$ cat src/rtl/instr_mem_loader_pkg.sv
// rtl/instr_mem_loader_pkg.sv - shared constants and helpers for the instruction memory loader
package instr_mem_loader_pkg;

   // Loader FSM encodings; kept as plain vectors so they match legacy encodings bit for bit
   localparam logic [2:0] S_CNT_HI = 3'd0;
   localparam logic [2:0] S_CNT_LO = 3'd1;
   localparam logic [2:0] S_DATA   = 3'd2;
   localparam logic [2:0] S_DONE   = 3'd3;
   localparam logic [2:0] S_ERROR  = 3'd4;

   // Stream layout: 2 header bytes of word count, then 4 bytes per instruction word
   localparam int HDR_BYTES  = 2;
   localparam int WORD_BYTES = 4;

   // Byte address of a word index; the index is zero-extended before scaling
   function automatic logic [31:0] word_addr(input logic [15:0] idx);
      return 32'(idx) * 32'(WORD_BYTES);
   endfunction

endpackage

$ cat src/rtl/instr_mem_loader_if.sv
// rtl/instr_mem_loader_if.sv - byte stream in, memory write port and status out
interface instr_mem_loader_if #(
   parameter int CNT_W = 16
);
   logic             inByte_valid_unused_guard;
   logic [7:0]       inByte;
   logic             inByteValid;
   logic             inReload;
   logic             outWrEn;
   logic [31:0]      outWrAddr;
   logic [31:0]      outWrData;
   logic             outCpuHold;
   logic             outDone;
   logic             outError;
   logic [CNT_W-1:0] outWordsLoaded;

   // Loader side: consumes the byte stream, drives the memory write port and status
   modport slave (
      input  inByte, inByteValid, inReload,
      output outWrEn, outWrAddr, outWrData, outCpuHold, outDone, outError, outWordsLoaded
   );

   // Source side: byte producer plus the consumer of the write port and status
   modport master (
      output inByte, inByteValid, inReload,
      input  outWrEn, outWrAddr, outWrData, outCpuHold, outDone, outError, outWordsLoaded
   );
endinterface

$ cat src/rtl/instr_mem_loader_byte_assembler.sv
// rtl/instr_mem_loader_byte_assembler.sv - packs big-endian bytes into 32-bit words
module instr_mem_loader_byte_assembler (
   input  logic        clk,
   input  logic        reset,
   input  logic        clear,
   input  logic [7:0]  byte_in,
   input  logic        byte_valid,
   output logic        word_ready,
   output logic [31:0] word
);

   // Only the first three bytes of a word need storing; the fourth is used as it arrives
   logic [23:0] shift;
   logic [1:0]  idx;

   // Ready and word are combinational so the caller can register them into a one-cycle pulse
   assign word_ready = byte_valid && (idx == 2'd3);
   assign word       = {shift, byte_in};

   // Shift in MSB-first bytes; clear drops any partial word on reset or reload
   always_ff @(posedge clk or posedge reset) begin
      if (reset) begin
         shift <= '0;
         idx   <= '0;
      end else if (clear) begin
         shift <= '0;
         idx   <= '0;
      end else if (byte_valid) begin
         shift <= {shift[15:0], byte_in};
         idx   <= idx + 2'd1;
      end
   end

endmodule

$ cat src/rtl/instr_mem_loader.sv
// rtl/instr_mem_loader.sv - loads a counted byte stream into instruction memory and holds the CPU
module instr_mem_loader
   import instr_mem_loader_pkg::*;
#(
   parameter int MEM_DEPTH = 256,
   parameter int CNT_W     = 16
) (
   input  logic clk,
   input  logic reset,
   instr_mem_loader_if.slave bus
);

   logic [2:0]       state;
   logic [7:0]       cnt_hi;
   logic [CNT_W-1:0] word_count;
   logic [CNT_W-1:0] words;
   logic [CNT_W-1:0] hdr_count;
   logic             wr_en;
   logic [31:0]      wr_addr;
   logic [31:0]      wr_data;
   logic             hold;
   logic             done;
   logic             error;

   logic             asm_valid;
   logic             asm_clear;
   logic             asm_ready;
   logic [31:0]      asm_word;

   assign hdr_count = CNT_W'({cnt_hi, bus.inByte});

   // The assembler only runs in S_DATA; once all N words are counted, trailing bytes are dropped
   assign asm_clear = (state != S_DATA);
   assign asm_valid = bus.inByteValid && (state == S_DATA) && (words != word_count);

   instr_mem_loader_byte_assembler u_asm (
      .clk        (clk),
      .reset      (reset),
      .clear      (asm_clear),
      .byte_in    (bus.inByte),
      .byte_valid (asm_valid),
      .word_ready (asm_ready),
      .word       (asm_word)
   );

   assign bus.outWrEn        = wr_en;
   assign bus.outWrAddr      = wr_addr;
   assign bus.outWrData      = wr_data;
   assign bus.outCpuHold     = hold;
   assign bus.outDone        = done;
   assign bus.outError       = error;
   assign bus.outWordsLoaded = words;

   // Header parse, write pulse generation, word counting and done/error status
   always_ff @(posedge clk or posedge reset) begin
      if (reset) begin
         state      <= S_CNT_HI;
         cnt_hi     <= '0;
         word_count <= '0;
         words      <= '0;
         wr_en      <= 1'b0;
         wr_addr    <= '0;
         wr_data    <= '0;
         hold       <= 1'b1;
         done       <= 1'b0;
         error      <= 1'b0;
      end else begin
         wr_en <= 1'b0;
         case (state)
            S_CNT_HI: begin
               if (bus.inByteValid) begin
                  cnt_hi <= bus.inByte;
                  state  <= S_CNT_LO;
               end
            end
            S_CNT_LO: begin
               if (bus.inByteValid) begin
                  word_count <= hdr_count;
                  if (hdr_count == '0) begin
                     state <= S_DONE;
                     done  <= 1'b1;
                     hold  <= 1'b0;
                  end else if (hdr_count > CNT_W'(MEM_DEPTH)) begin
                     state <= S_ERROR;
                     error <= 1'b1;
                  end else begin
                     state <= S_DATA;
                  end
               end
            end
            S_DATA: begin
               // The pulse is registered here, so the count advances in the pulse cycle itself
               if (asm_ready) begin
                  wr_en   <= 1'b1;
                  wr_data <= asm_word;
                  wr_addr <= word_addr(16'(words));
                  words   <= words + CNT_W'(1);
               end
               // Finish one cycle after the last pulse, when the count has reached N
               if (wr_en && (words == word_count)) begin
                  state <= S_DONE;
                  done  <= 1'b1;
                  hold  <= 1'b0;
               end
            end
            S_DONE, S_ERROR: begin
               if (bus.inReload) begin
                  state <= S_CNT_HI;
                  hold  <= 1'b1;
                  done  <= 1'b0;
                  error <= 1'b0;
                  words <= '0;
               end
            end
            default: state <= S_CNT_HI;
         endcase
      end
   end

endmodule
$ cat src/flat_wrapper.sv
// flat-port wrapper written by rule: the top's interface ports become plain ports
module instr_mem_loader_flat import instr_mem_loader_pkg::*;
#(
   parameter int MEM_DEPTH = 256,
   parameter int CNT_W     = 16
)
  (clk, reset, bus_inByte, bus_inByteValid, bus_inReload, bus_outWrEn, bus_outWrAddr, bus_outWrData, bus_outCpuHold, bus_outDone, bus_outError, bus_outWordsLoaded);
  instr_mem_loader_if #(.CNT_W(CNT_W)) bus_i ();
  input  logic clk;
  input  logic reset;
  input wire logic [$bits(bus_i.inByte)-1:0] bus_inByte;
  input wire logic [$bits(bus_i.inByteValid)-1:0] bus_inByteValid;
  input wire logic [$bits(bus_i.inReload)-1:0] bus_inReload;
  output wire logic [$bits(bus_i.outWrEn)-1:0] bus_outWrEn;
  output wire logic [$bits(bus_i.outWrAddr)-1:0] bus_outWrAddr;
  output wire logic [$bits(bus_i.outWrData)-1:0] bus_outWrData;
  output wire logic [$bits(bus_i.outCpuHold)-1:0] bus_outCpuHold;
  output wire logic [$bits(bus_i.outDone)-1:0] bus_outDone;
  output wire logic [$bits(bus_i.outError)-1:0] bus_outError;
  output wire logic [$bits(bus_i.outWordsLoaded)-1:0] bus_outWordsLoaded;
  assign bus_i.inByte = bus_inByte;
  assign bus_i.inByteValid = bus_inByteValid;
  assign bus_i.inReload = bus_inReload;
  assign bus_outWrEn = bus_i.outWrEn;
  assign bus_outWrAddr = bus_i.outWrAddr;
  assign bus_outWrData = bus_i.outWrData;
  assign bus_outCpuHold = bus_i.outCpuHold;
  assign bus_outDone = bus_i.outDone;
  assign bus_outError = bus_i.outError;
  assign bus_outWordsLoaded = bus_i.outWordsLoaded;
  instr_mem_loader #(.MEM_DEPTH(MEM_DEPTH), .CNT_W(CNT_W)) u_core (.clk(clk), .reset(reset), .bus(bus_i));
endmodule
$ cat config.mk
export PLATFORM = sky130hd
export DESIGN_NAME = instr_mem_loader_flat
export DESIGN_NICKNAME = d
export VERILOG_FILES = /design/src/rtl/instr_mem_loader_pkg.sv /design/src/rtl/instr_mem_loader_if.sv /design/src/rtl/instr_mem_loader_byte_assembler.sv /design/src/rtl/instr_mem_loader.sv /design/src/flat_wrapper.sv
export SDC_FILE = /design/constraint.sdc
export NUM_CORES = 1
export LEC_CHECK = 0
export ABC_CLOCK_PERIOD_IN_PS = 7620
export BUFFER_PORTS_ARGS = -buffer_cell sky130_fd_sc_hd__buf_4
export CELL_PAD_IN_SITES_DETAIL_PLACEMENT = 1
export CELL_PAD_IN_SITES_GLOBAL_PLACEMENT = 2
export CORE_MARGIN = 4
export CORE_UTILIZATION = 40
export DETAILED_ROUTE_END_ITERATION = 10
export PLACE_DENSITY = 0.91
export SLEW_MARGIN = 20
export SYNTH_ARGS = -nofsm -noshare
export SYNTH_HDL_FRONTEND = slang
export SYNTH_SLANG_ARGS = --single-unit
$ cat constraint.sdc
create_clock -name clk -period 7.62 [get_ports clk]
set_input_delay 0.762 -clock clk [delete_from_list [all_inputs] [get_ports clk]]
set_output_delay 0.762 -clock clk [all_outputs]
set_load 0.05 [all_outputs]
==> reports/qor.csv <==
metric,value,unit
num_antenna_cells,0,
critical_path_required,7.91,ns
regArea,3030,um^2
status,"complete, no violations",
num_rows,43,
syn_area_per_cell,11.8,um^2
grt_max_degree,77,
wl_per_cell,19.4,um
multiInputGateArea,2320,um^2
clkTransAtPathRegs,0.06,ns
root_buffer,clkbuf_16,
grt_antenna_before_repair,0,
vdd_drop_max,0.183,mV
ant_nets,0,
cts_buffer_depth,2,
drtPass1Iterations,4,
grt_usage,18.5,%
grt_pass1_vias,4420,
drtIter0Drc,213,
die-height,127,um
post_cts_buffers,0,
arrival,3.63,ns
critPathLaunchType,register,
h-tree-depth,4,
start_util,41.0,%
nNetsFinal,565,
rsz0062_at_grt,no,
skew,0.0147,ns
dp_hpwl,9.73,mm
layout_commonest_cell,dfrtp_1,
remaining_drc_errors,0,
clock_sinks,121,
io_pins,96,
crit_type,reg -> reg,
synth_cell_types,48,
drive_gt1_share,36.0,%
fillers,1472,
ys_seq_area_share,53.1,%
min_period_over_period,43.8,%
max_stage_delay,0.93,ns
ys.flop_type,dfrtp_1,
crit_start,u_core.bus.outWordsLoaded[0]$_DFFE_PP0P_,
finalWeightedCongestion,0.833,
pwr_density_cell,278,nW/um^2
ys.warnings.count,0,
cts-hold-fix-buffers,0,
cts_resized,0,
area_growth_syn_to_layout,20.3,%
grt_pass1_wl,23.8,mm
path_buf_inv,1,
min_path_type,in -> async,
finalSetupViolations,0,
hold_viol_final,0,
final_core_util,49.3,%
relSlewSlack,32.6,%
crit_path_max_fanout,41,
fin_setup_tns,0,ns
io_buffers,79,
synth_edf_count,0,
vias_per_cell,5.40,
max-cap-violations,0,
cpLargestDelayFamily,simple AND/OR/NAND/NOR gates,
clk_latency,0.42,ns
min_period,3.34,ns
crit_slowest_cell,or4_1,
die_area,16200,um^2
routed_wl,14.4,mm
synthCells,483,
r2r-start,u_core.bus.outWordsLoaded[0]$_DFFE_PP0P_,
fmax,299,MHz
p_leak,3.22,nW
die_w,127,um
synth_area,5710,um^2
tightest_slew,1.01,ns
slew_viol_final,0,
cts_tree,yes,
crit_path_end_kind,register,
synth-seq-cells,121,
cts_buffers,17,
async_flop_share,100,%
placeableCoreArea,13900,um^2
overflow,0,
vias,4017,
worstPathCellList,"xnor2_1, nand4_1, or4_1, nand3_2, buf_4, mux2_2",
final_cell_mix,"120 x dfrtp_1, 84 x buf_4, 78 x mux2_2",
## registers in the layout (all words and copies together) (netlist names), 2 cells and up
| signal | flops |
|---|---|
| u_core.bus.outWordsLoaded | 16 |
| u_core.u_asm.shift | 24 |
| u_core.bus.outWrAddr | 16 |
| u_core.bus.outWrData | 32 |
| u_core.state | 3 |
| u_core.word_count | 16 |
| u_core.u_asm.idx | 2 |
| u_core.cnt_hi | 8 |
## final timing paths
path	slack (ns)	end	depth (start not counted)
worst min register to register	0.49	u_core.bus.outCpuHold$_DFFE_PP1P_	2
worst min-delay path	0.42	u_core.bus.outWrData[0]$_DFFE_PP0P_	2
min in group clk	0.49	u_core.bus.outCpuHold$_DFFE_PP1P_	2
worst max-delay path	4.28	u_core.bus.outWrData[12]$_DFFE_PP0P_	6
max in group asynchronous	5.85	u_core.bus.outWrAddr[9]$_DFFE_PP0P_	3
worst max register to register	4.28	u_core.bus.outWrData[12]$_DFFE_PP0P_	6
## metrics by stage
stage	hold slack, ns	instance area (um^2)	worst slack [ns]	total power [mW]	std cells
floorplan	0.480	5760	3.65	1.06	498
global placement	0.484	6290	4.42	1.12	712
detailed placement	0.478	6290	4.29	1.14	712
CTS	0.427	6860	4.27	1.92	744
global route	0.462	6860	4.13	1.99	744
finish	0.415	6860	4.28	1.91	744
## power by group
group          internal (mW)  switching (mW)
clock                  0.489           0.289
combinational          0.149           0.169
sequential             0.725          0.0875
total                   1.36           0.546
## cell usage after synthesis, drive strengths merged (4+ instances only)
master,number,share of area (%)
mux2i,19,3.3
a21oi,4,0.35
nand4,6,0.66
and4,4,0.61
inv,21,1.4
dfrtp,120,53
nor4,13,1.4
buf,32,4.7
o211ai,6,0.79
o21ai,15,1.3
xnor2,16,2.6
a32oi,9,1.4
nand3,9,0.88
mux2,81,16
clkbuf,18,1.2
nand2,47,3.1
nor2,19,1.2
## metal layers
| metal | vias to the layer above | GRT usage, % | part of all wire (%) |
|---|---|---|---|
| met5 | - | 0 | 0 |
| met4 | 0 | 5.87 | 1.1 |
| met3 | 13 | 4.22 | 5.1 |
| met2 | 102 | 31.5 | 51 |
| met1 | 2079 | 23.4 | 43 |
| li1 | 1823 | - | - |
## logic make-up (layout without fill, tap and decap cells)
family          after synthesis  in the layout  share of synthesized area [%]
flops                       121            121                           53.1
fa+ha+maj                     2              2                          0.438
buf+inv                      71            137                           7.26
xor+xnor                     16             16                           2.59
other cells                   1             16                         0.0657
simple gates                117            117                           10.2
compound gates               55             55                           6.86
mux                         100            100                           19.5
## worst reg2reg max path: stages, from the launching register on
cell	delay [ns]
dfrtp_1	0.59
xnor2_1	0.18
nand4_1	0.15
or4_1	0.93
nand3_2	0.40
buf_4	0.51
mux2_2	0.45
## cell type report
type	instances	share of cell area (%)
timing repair buffer	84	9.19
sequential	121	44.1
clock inverter	11	1.79
clock buffer	21	6.56
tap	180	3.28
multi-input combinational	306	33.9
inverter	21	1.18
Note: power is estimated with default switching activity, not from simulation.
